$ cat config.mk
export PLATFORM = sky130hd
export DESIGN_NAME = display_board_ram
export DESIGN_NICKNAME = d
export VERILOG_FILES = /design/src/rtl/display_board_ram_pkg.sv /design/src/rtl/display_board_ram_board_cell_array.sv /design/src/rtl/display_board_ram.sv
export SDC_FILE = /design/constraint.sdc
export NUM_CORES = 1
export LEC_CHECK = 0
export CAP_MARGIN = 20
export CELL_PAD_IN_SITES_DETAIL_PLACEMENT = 2
export CELL_PAD_IN_SITES_GLOBAL_PLACEMENT = 2
export CORE_MARGIN = 2
export CORE_UTILIZATION = 41
export DETAILED_ROUTE_END_ITERATION = 8
export PLACE_DENSITY_LB_ADDON = 0.1
export SYNTH_ARGS = -nofsm -noshare
export SYNTH_HDL_FRONTEND = slang
export SYNTH_HIERARCHICAL = 1
export SYNTH_SLANG_ARGS = --single-unit
$ cat constraint.sdc
create_clock -name clk -period 4.94 [get_ports clk]
set_input_delay 1.482 -clock clk [delete_from_list [all_inputs] [get_ports clk]]
set_output_delay 1.482 -clock clk [all_outputs]
set_load 0.01 [all_outputs]
$ cat src/rtl/display_board_ram_pkg.sv
// Shared definitions for the display board store.
//   - Board geometry: 8x8 cells, 2 bits per cell, 6-bit cell address {row, col}.
//   - Cell encoding: bit SIDE_RED lights the red LED, bit SIDE_GREEN the green one.
//     The value 11 is legal and counts toward both colours.
//   - Control FSM state type.
package display_board_ram_pkg;

   localparam int CELLS  = 64;
   localparam int ADDR_W = 6;
   localparam int CELL_W = 2;
   localparam int CNT_W  = 7;   // holds 0..64

   localparam int SIDE_RED   = 1;
   localparam int SIDE_GREEN = 0;

   localparam logic [CELL_W-1:0] CELL_EMPTY = 2'b00;
   localparam logic [CELL_W-1:0] CELL_RED   = 2'b10;
   localparam logic [CELL_W-1:0] CELL_GREEN = 2'b01;

   localparam logic [ADDR_W-1:0] LAST_CELL = 6'd63;

   typedef logic [ADDR_W-1:0] cell_addr_t;
   typedef logic [CELL_W-1:0] cell_t;

   typedef enum logic {
      ST_IDLE  = 1'b0,
      ST_CLEAR = 1'b1
   } state_t;

endpackage

$ cat src/rtl/display_board_ram_board_cell_array.sv
// board_cell_array: 64 x 2-bit register array.
//   clk, rst_n   : clock, asynchronous active-low reset (clears every cell to 00)
//   we, waddr,
//   wdata        : single synchronous write port
//   old_data     : combinational read at waddr (prior contents of the cell being written)
//   rd_addr,
//   rd_data      : combinational read port for the LED scanner
module board_cell_array
   import display_board_ram_pkg::*;
(
   input  logic       clk,
   input  logic       rst_n,
   input  logic       we,
   input  cell_addr_t waddr,
   input  cell_t      wdata,
   output cell_t      old_data,
   input  cell_addr_t rd_addr,
   output cell_t      rd_data
);

   cell_t cells [CELLS];

   always_ff @(posedge clk or negedge rst_n) begin
      if (!rst_n) begin
         for (int i = 0; i < CELLS; i++) begin
            cells[i] <= CELL_EMPTY;
         end
      end else if (we) begin
         cells[waddr] <= wdata;
      end
   end

   assign rd_data  = cells[rd_addr];
   assign old_data = cells[waddr];

endmodule

$ cat src/rtl/display_board_ram.sv
// display_board_ram: board store between the game controller and the LED scanner.
//   clk, rst_n              : clock, asynchronous active-low reset
//   rd_addr, rd_data        : zero-latency scanner read port ({row, col} -> {red, green})
//   wr_req, wr_addr,
//   wr_data, wr_ack         : single-cell write handshake; wr_ack pulses the cycle after commit
//   clr_req, busy           : one-pulse full-board clear; busy covers the 64-cycle sweep
//   red_count, green_count  : live number of cells with the red / green bit set
module display_board_ram
   import display_board_ram_pkg::*;
(
   input  logic              clk,
   input  logic              rst_n,
   input  logic [ADDR_W-1:0] rd_addr,
   output logic [CELL_W-1:0] rd_data,
   input  logic              wr_req,
   input  logic [ADDR_W-1:0] wr_addr,
   input  logic [CELL_W-1:0] wr_data,
   output logic              wr_ack,
   input  logic              clr_req,
   output logic              busy,
   output logic [CNT_W-1:0]  red_count,
   output logic [CNT_W-1:0]  green_count
);

   state_t     state, state_nxt;
   cell_addr_t sweep_ptr, sweep_ptr_nxt;
   logic       ack_nxt;

   logic       arr_we;
   cell_addr_t arr_waddr;
   cell_t      arr_wdata;
   cell_t      arr_old;

   board_cell_array u_cells (
      .clk      (clk),
      .rst_n    (rst_n),
      .we       (arr_we),
      .waddr    (arr_waddr),
      .wdata    (arr_wdata),
      .old_data (arr_old),
      .rd_addr  (rd_addr),
      .rd_data  (rd_data)
   );

   always_ff @(posedge clk or negedge rst_n) begin
      if (!rst_n) begin
         state     <= ST_IDLE;
         sweep_ptr <= '0;
         wr_ack    <= 1'b0;
      end else begin
         state     <= state_nxt;
         sweep_ptr <= sweep_ptr_nxt;
         wr_ack    <= ack_nxt;
      end
   end

   // The write port is shared: the sweep owns it during CLEAR, the requester in IDLE.
   // A clear request beats a simultaneous write, which simply stays pending.
   // Gating acceptance on !wr_ack keeps a still-held request from writing twice.
   always_comb begin
      state_nxt     = state;
      sweep_ptr_nxt = sweep_ptr;
      ack_nxt       = 1'b0;
      arr_we        = 1'b0;
      arr_waddr     = wr_addr;
      arr_wdata     = wr_data;
      case (state)
         ST_IDLE: begin
            if (clr_req) begin
               state_nxt = ST_CLEAR;
            end else if (wr_req && !wr_ack) begin
               arr_we  = 1'b1;
               ack_nxt = 1'b1;
            end
         end
         ST_CLEAR: begin
            arr_we        = 1'b1;
            arr_waddr     = sweep_ptr;
            arr_wdata     = CELL_EMPTY;
            sweep_ptr_nxt = sweep_ptr + 1'b1;   // wraps 63 -> 0 on exit
            if (sweep_ptr == LAST_CELL) begin
               state_nxt = ST_IDLE;
            end
         end
         default: begin
            state_nxt = ST_IDLE;
         end
      endcase
   end

   assign busy = (state == ST_CLEAR);

   // Counts track every array write (handshake or sweep) as new-minus-old per colour,
   // so they are exact on every cycle, including mid-sweep.
   always_ff @(posedge clk or negedge rst_n) begin
      if (!rst_n) begin
         red_count   <= '0;
         green_count <= '0;
      end else if (arr_we) begin
         red_count   <= red_count   + CNT_W'(arr_wdata[SIDE_RED])   - CNT_W'(arr_old[SIDE_RED]);
         green_count <= green_count + CNT_W'(arr_wdata[SIDE_GREEN]) - CNT_W'(arr_old[SIDE_GREEN]);
      end
   end

endmodule

# [Yosys cells after proc, flatten, opt, wreduce, memory -nomap -nowiden]
# Cells that the tools add are included.
[word_totals] regBits=150 out_inout_bits=18 wordCells=102 input_bits=18
[op_classes] add_sub_neg=5 mux=18 order_cmp=3 eq_ne=1 bitwise_logic=3 n_reduce_logical=3
[ops] cell="128-bit bitwise mux" count=1
[ops] cell="2-bit binary-select mux with 6-bit select" count=2
[ops] cell="7-bit by 1-bit adder with 7-bit output" count=2
[ops] cell="7-bit >= comparator, second input constant" count=2
[ops] cell="6-bit inverter with 7-bit output" count=2
[ops] cell="7-bit by 1-bit subtractor with 7-bit output" count=2
[ops] cell="2-bit demux with 6-bit select" count=1
[ops] cell="2-bit 2-to-1 mux" count=6
[ops] cell="7-bit by 1-bit less-than comparator with 1-bit output, second input constant" count=1
[ops] cell="6-bit by 1-bit adder with 6-bit output, second input constant" count=1
[ops] cell="6-bit equality test, second input constant" count=1
[ops] cell="6-bit 2-to-1 mux" count=1
[ops] cell="1-bit 2-to-1 mux" count=5
[ops] cell="1-bit one-hot mux with 2 select lines" count=2
[ops] cell="1-bit logical AND" count=2
[ops] cell="1-bit zero test" count=1
[ops] cell="1-bit inverter" count=1

# [Logic depth before layout (Yosys ltp)]
[logic_depth] depth_word=7 ltp_mapped=20 ltp_nobuf=16

# [By module]
# Netlist, hierarchy kept.
[by_module_without_submodules] module="board_cell_array" area_per_inst_um2=7435.9 cells_per_inst=588 instances=1 seq_area_each_um2=3203.1
[by_module_without_submodules] module="display_board_ram" area_per_inst_um2=1551.5 cells_per_inst=169 instances=1 seq_area_each_um2=550.5

# [Worst setup path before layout]
# OpenSTA, ideal clock, no wires.
[synth_timing] path_type="input port to flip-flop" startpoint="in wr_addr[0]" endpoint="reg green_count[6]" path_buffers=2 setup_time_ps=139 t_arrival_ps=4738 stages=17 path_slack_ps=63 required_ps=4801 path_cell_list="mux2_2 > buf_6 > buf_6 > mux2_1 > a22oi_1 > o211ai_1 > a211oi_1 > nand4_1 > ha_1 > inv_1 > ha_1 > inv_1 > fa_1 > nand2b_1 > a21o_1 > mux2i_1 > or4_1"
[synth_between] elab_chain_cells=6
[synth_rtl] element="start: declaration" line="display_board_ram.sv:16" text="input logic [ADDR_W-1:0] wr_addr,"
[synth_rtl] element="6-bit 2-to-1 mux" line="display_board_ram.sv:67" text="case (state)"
[synth_rtl] element="6-bit inverter with 7-bit output (not written as such)" line="display_board_ram_board_cell_array.sv:34" text="assign old_data = cells[waddr];"
[synth_rtl] element="2-bit binary-select mux with 6-bit select" line="display_board_ram_board_cell_array.sv:34"
[synth_rtl] element="2-bit 2-to-1 mux (not written as such) (2 in series)" line="display_board_ram_board_cell_array.sv:34"
[synth_rtl] element="via arr_old[0]" line="display_board_ram.sv:32" text="cell_t arr_old;"
[synth_rtl] element="7-bit by 1-bit subtractor with 7-bit output" line="display_board_ram.sv:101" text="green_count <= green_count + CNT_W'(arr_wdata[SIDE_GREEN]) - CNT_W'(arr_old[SIDE_GREEN]);"
[synth_rtl] element="end signal: assignment" line="display_board_ram.sv:101"
[synth_rtl] element="end: declaration" line="display_board_ram.sv:22" text="output logic [CNT_W-1:0] green_count"
# The timed path passes the listed nets, and every way through them passes these cells. The select of a mux whose other input is x is not followed.
# A chain may end at the register's enable or synchronous reset.

# [Final worst setup path]
[layout_timing] startpoint="in wr_addr[1]" endpoint="reg green_count[6]"
[layout_between] elab_chain_cells=6
[layout_rtl] element="6-bit 2-to-1 mux" line="display_board_ram.sv:67"
[layout_rtl] element="via arr_waddr[1]" line="display_board_ram.sv:30" text="cell_addr_t arr_waddr;"
[layout_rtl] element="6-bit inverter with 7-bit output (not written as such)" line="display_board_ram_board_cell_array.sv:34"
[layout_rtl] element="2-bit binary-select mux with 6-bit select" line="display_board_ram_board_cell_array.sv:34"
[layout_rtl] element="2-bit 2-to-1 mux (not written as such) (2 in series)" line="display_board_ram_board_cell_array.sv:34"
[layout_rtl] element="via arr_old[0]" line="display_board_ram.sv:32"
[layout_rtl] element="7-bit by 1-bit subtractor with 7-bit output" line="display_board_ram.sv:101"
# The timed path passes the listed nets, and every way through them passes these cells. The select of a mux whose other input is x is not followed.

==> results.ini <==
[run_status]
status=finished, final reports clean

[grt]
grt_pass1_vias=8287
grt_pass1_wl_um=52700
grt_use_total_pct=29.8
grt_max_degree=85
overflow=0
antenna_found_initial=0

[timing]
report.final.slew_viol_count=0
slew_headroom_pct=43.3
max_clock_freq_mhz=206
rsz0062_at_grt=true
setup_ws_ps=75.1
setup_viol=0
worst_slew_pin_slew_ps=850
fin_crit_ps=4860
hold_violations=0
finalCritPeriodShare_pct=98.5
tns_ps=0
finClkSkew_ps=9.21

[die]
die_w_um=152
io_pins=36
core-area_um2=21700
die_h_um=152
die-area_um2=23100
rows=54
start_util_pct=41.4

[worst_setup_path]
r2r-end=green_count[6]
cp.arrival_ps=5160
required_ps=5240
worst_path_largest_cell_delay_ps=520
reg2reg_depth=17
path_class=in -> reg
r2r_slack_ps=510
cp-start-kind=input pin
path_cells=dlygate4sd2_1 -> mux2_4 -> buf_6 -> and2_4 -> a221oi_4 -> o31ai_4 -> a211oi_2 -> nand4_1 -> ha_1 -> inv_1 -> ha_2 -> inv_2 -> fa_2 -> nand2b_4 -> a21o_1 -> and4_1 -> or4_1
slowest_stage=or4_1
reg2reg_from=busy
cp-end-kind=flop
path_max_fanout=6

[cells_and_area]
drive_gt1_share_pct=41.7
synthToLayoutAreaGrowth_pct=26.1
multi_input_area_um2=5120
mostFrequentLayoutCells=dfrtp_1 (150), mux2_2 (133), buf_4 (100)
seq_area_um2=3750
num-fill-cells=2074
final_common_cell=dfrtp_1
antenna_cells=0
nets=921

[yosys]
seq_area_frac_synth_pct=41.8
synth-edff-count=0
synthCells=757
yosysWarnings=6
syn_avg_cell_area_um2=11.9
ys_seq_elements=150
synth_nets=792
synth-main-ff-cell=dfrtp_1
ys_types=68
async_reset_ff_share_pct=100
syn_area_um2=8990

[pwr]
intPower_mw=3.66
pwr-share-seq_pct=24.9
power_switching_mw=2.64
p_leak_nw=5.34
ir_worst_vdd_v=0.000256
power_frac_comb_pct=55.0
switching_share_pct=41.9
p_clk_share_pct=20.2
power_density_nw_per_um2=555

[hold_path]
whs_path_depth=1
hold_start=sweep_ptr[5]
hold_path.class=reg -> reg
hold_end=sweep_ptr[5]

[placed_design]
place_congestion=0.922
hpwl_um=22500
port_buffers=35
dp_slack_ps=-961

[detailed_routing]
wl_per_cell_um=28.3
drc=0
firstDrtPassIters=5
via_count=7242
routed_wirelength_um=33400
vias_per_cell=6.14
ant_nets=0
drtIter0Drc=417

[clock_network]
cts_buffers=17
h-tree-depth=4
clk_latency_ps=430
clk_pin_slew_ps=70
root_buffer=clkbuf_16
cts_sinks=150
tritoncts=yes
clockBufferDepth=2

[job]
maxCapViolCount=0

[metrics by stage]
step | std cells | total power [mW] | instance area, µm² | util, % | hold WS (ps)
6_report | 1179 | 6.29 | 11300 | 52.2 | 486
3_5_place_dp | 1132 | 4.56 | 10300 | 47.5 | 478
2_1_floorplan | 757 | 3.18 | 8990 | - | 442
5_1_grt | 1179 | 6.64 | 11300 | 52.2 | 497
4_1_cts | 1178 | 6.14 | 11200 | 51.6 | 491
3_3_place_gp | 1132 | 4.41 | 10300 | 47.5 | 458
[kinds of logic after synthesis]
kind of cell / count (synthesis) / share of synthesized area [%]
buf+inv: 75 / 4.20
mux: 215 / 31.9
compound gates: 108 / 8.49
simple gates: 183 / 10.3
flops: 150 / 41.8
fa+ha+maj: 17 / 2.53
xor+xnor: 9 / 0.877
[layout make-up]
class / instances / share of cell area, %
Multi-Input combinational cell: 533 / 45.2
Clock inverter: 14 / 1.16
Timing Repair Buffer: 156 / 12.7
Clock buffer: 18 / 3.79
Sequential cell: 150 / 33.1
Inverter: 28 / 0.972
Tap cell: 280 / 3.09
[registers in the layout, indices dropped and copies added, names as in the netlist]
name,count
wr_ack,1
busy,1
green_count,7
red_count,7
u_cells/cells,128
sweep_ptr,6
[metal layers]
metal,part of all wire [%],track usage (%),wire length (µm)
met1,41,37.2,13800
met2,50,50.2,16700
met3,4.4,6.25,1460
met4,4.3,13.1,1430
met5,0,0,0
[how the worst max path moves through the flow]
stage / slack [ps] / start / cells past startpoint / to
finish: 80 / wr_addr[1] / 17 / green_count[6]
global route: -50 / wr_addr[1] / 18 / red_count[6]
CTS: 20 / wr_addr[0] / 17 / green_count[6]
detailed placement: -960 / wr_addr[0] / 18 / green_count[6]
global placement: -900 / wr_addr[2] / 16 / red_count[6]
floorplan: 60 / wr_addr[0] / 17 / green_count[6]
[critical path, delay by kind of cell]
family,cells,cell delay (ps)
buffers and inverters,4,500
muxes,1,330
and+or+nand+nor,5,1200
AOI/OAI and AO/OA,4,810
adders and majority gates,3,840
[power by group through the flow]
stage / Sequential, mW / Clock, mW / Combinational (mW)
after CTS: 1.56 / 1.30 / 3.28
after global placement: 1.56 / 0 / 2.85
after floorplan: 1.54 / 0 / 1.63
after detailed placement: 1.58 / 0 / 2.98
after global routing: 1.59 / 1.35 / 3.69
final: 1.56 / 1.27 / 3.46
[cells in the mapped netlist (all sizes together) (4+ instances only)]
cell type / n / area share, %
xor2: 6 / 0.58
o211ai: 5 / 0.47
a31oi: 4 / 0.28
mux2: 142 / 18
nor3: 4 / 0.52
and2: 4 / 0.28
o21ai: 17 / 0.99
inv: 27 / 1.1
nand3: 20 / 1.1
and4: 4 / 0.39
a21oi: 16 / 0.89
mux4: 39 / 10
nor2: 47 / 2.0
buf: 27 / 2.2
nand2: 63 / 2.6
nor2b: 5 / 0.35
o22ai: 8 / 0.56
clkbuf: 20 / 0.84
a22oi: 15 / 1.3
nand3b: 4 / 0.33
ha: 15 / 2.1
a221oi: 11 / 1.1
nand4: 6 / 0.42
a21o: 6 / 0.50
and3: 4 / 0.28
nand2b: 6 / 0.42
dfrtp: 150 / 42
mux2i: 34 / 3.8
and3b: 4 / 0.39
a211oi: 4 / 0.33
[timing repair]
| action | CTS | global route |
|---|---|---|
| setup endpoints to repair | 7 | 5 |
| setup buffers | 12 | 1 |
| gates cloned | 3 | 0 |
| resized for setup | 59 | 33 |
| hold endpoints to repair | 0 | 0 |
| hold buffers | 0 | 0 |
| pin swaps | 13 | 12 |
Power figures use the tool's default switching activity.
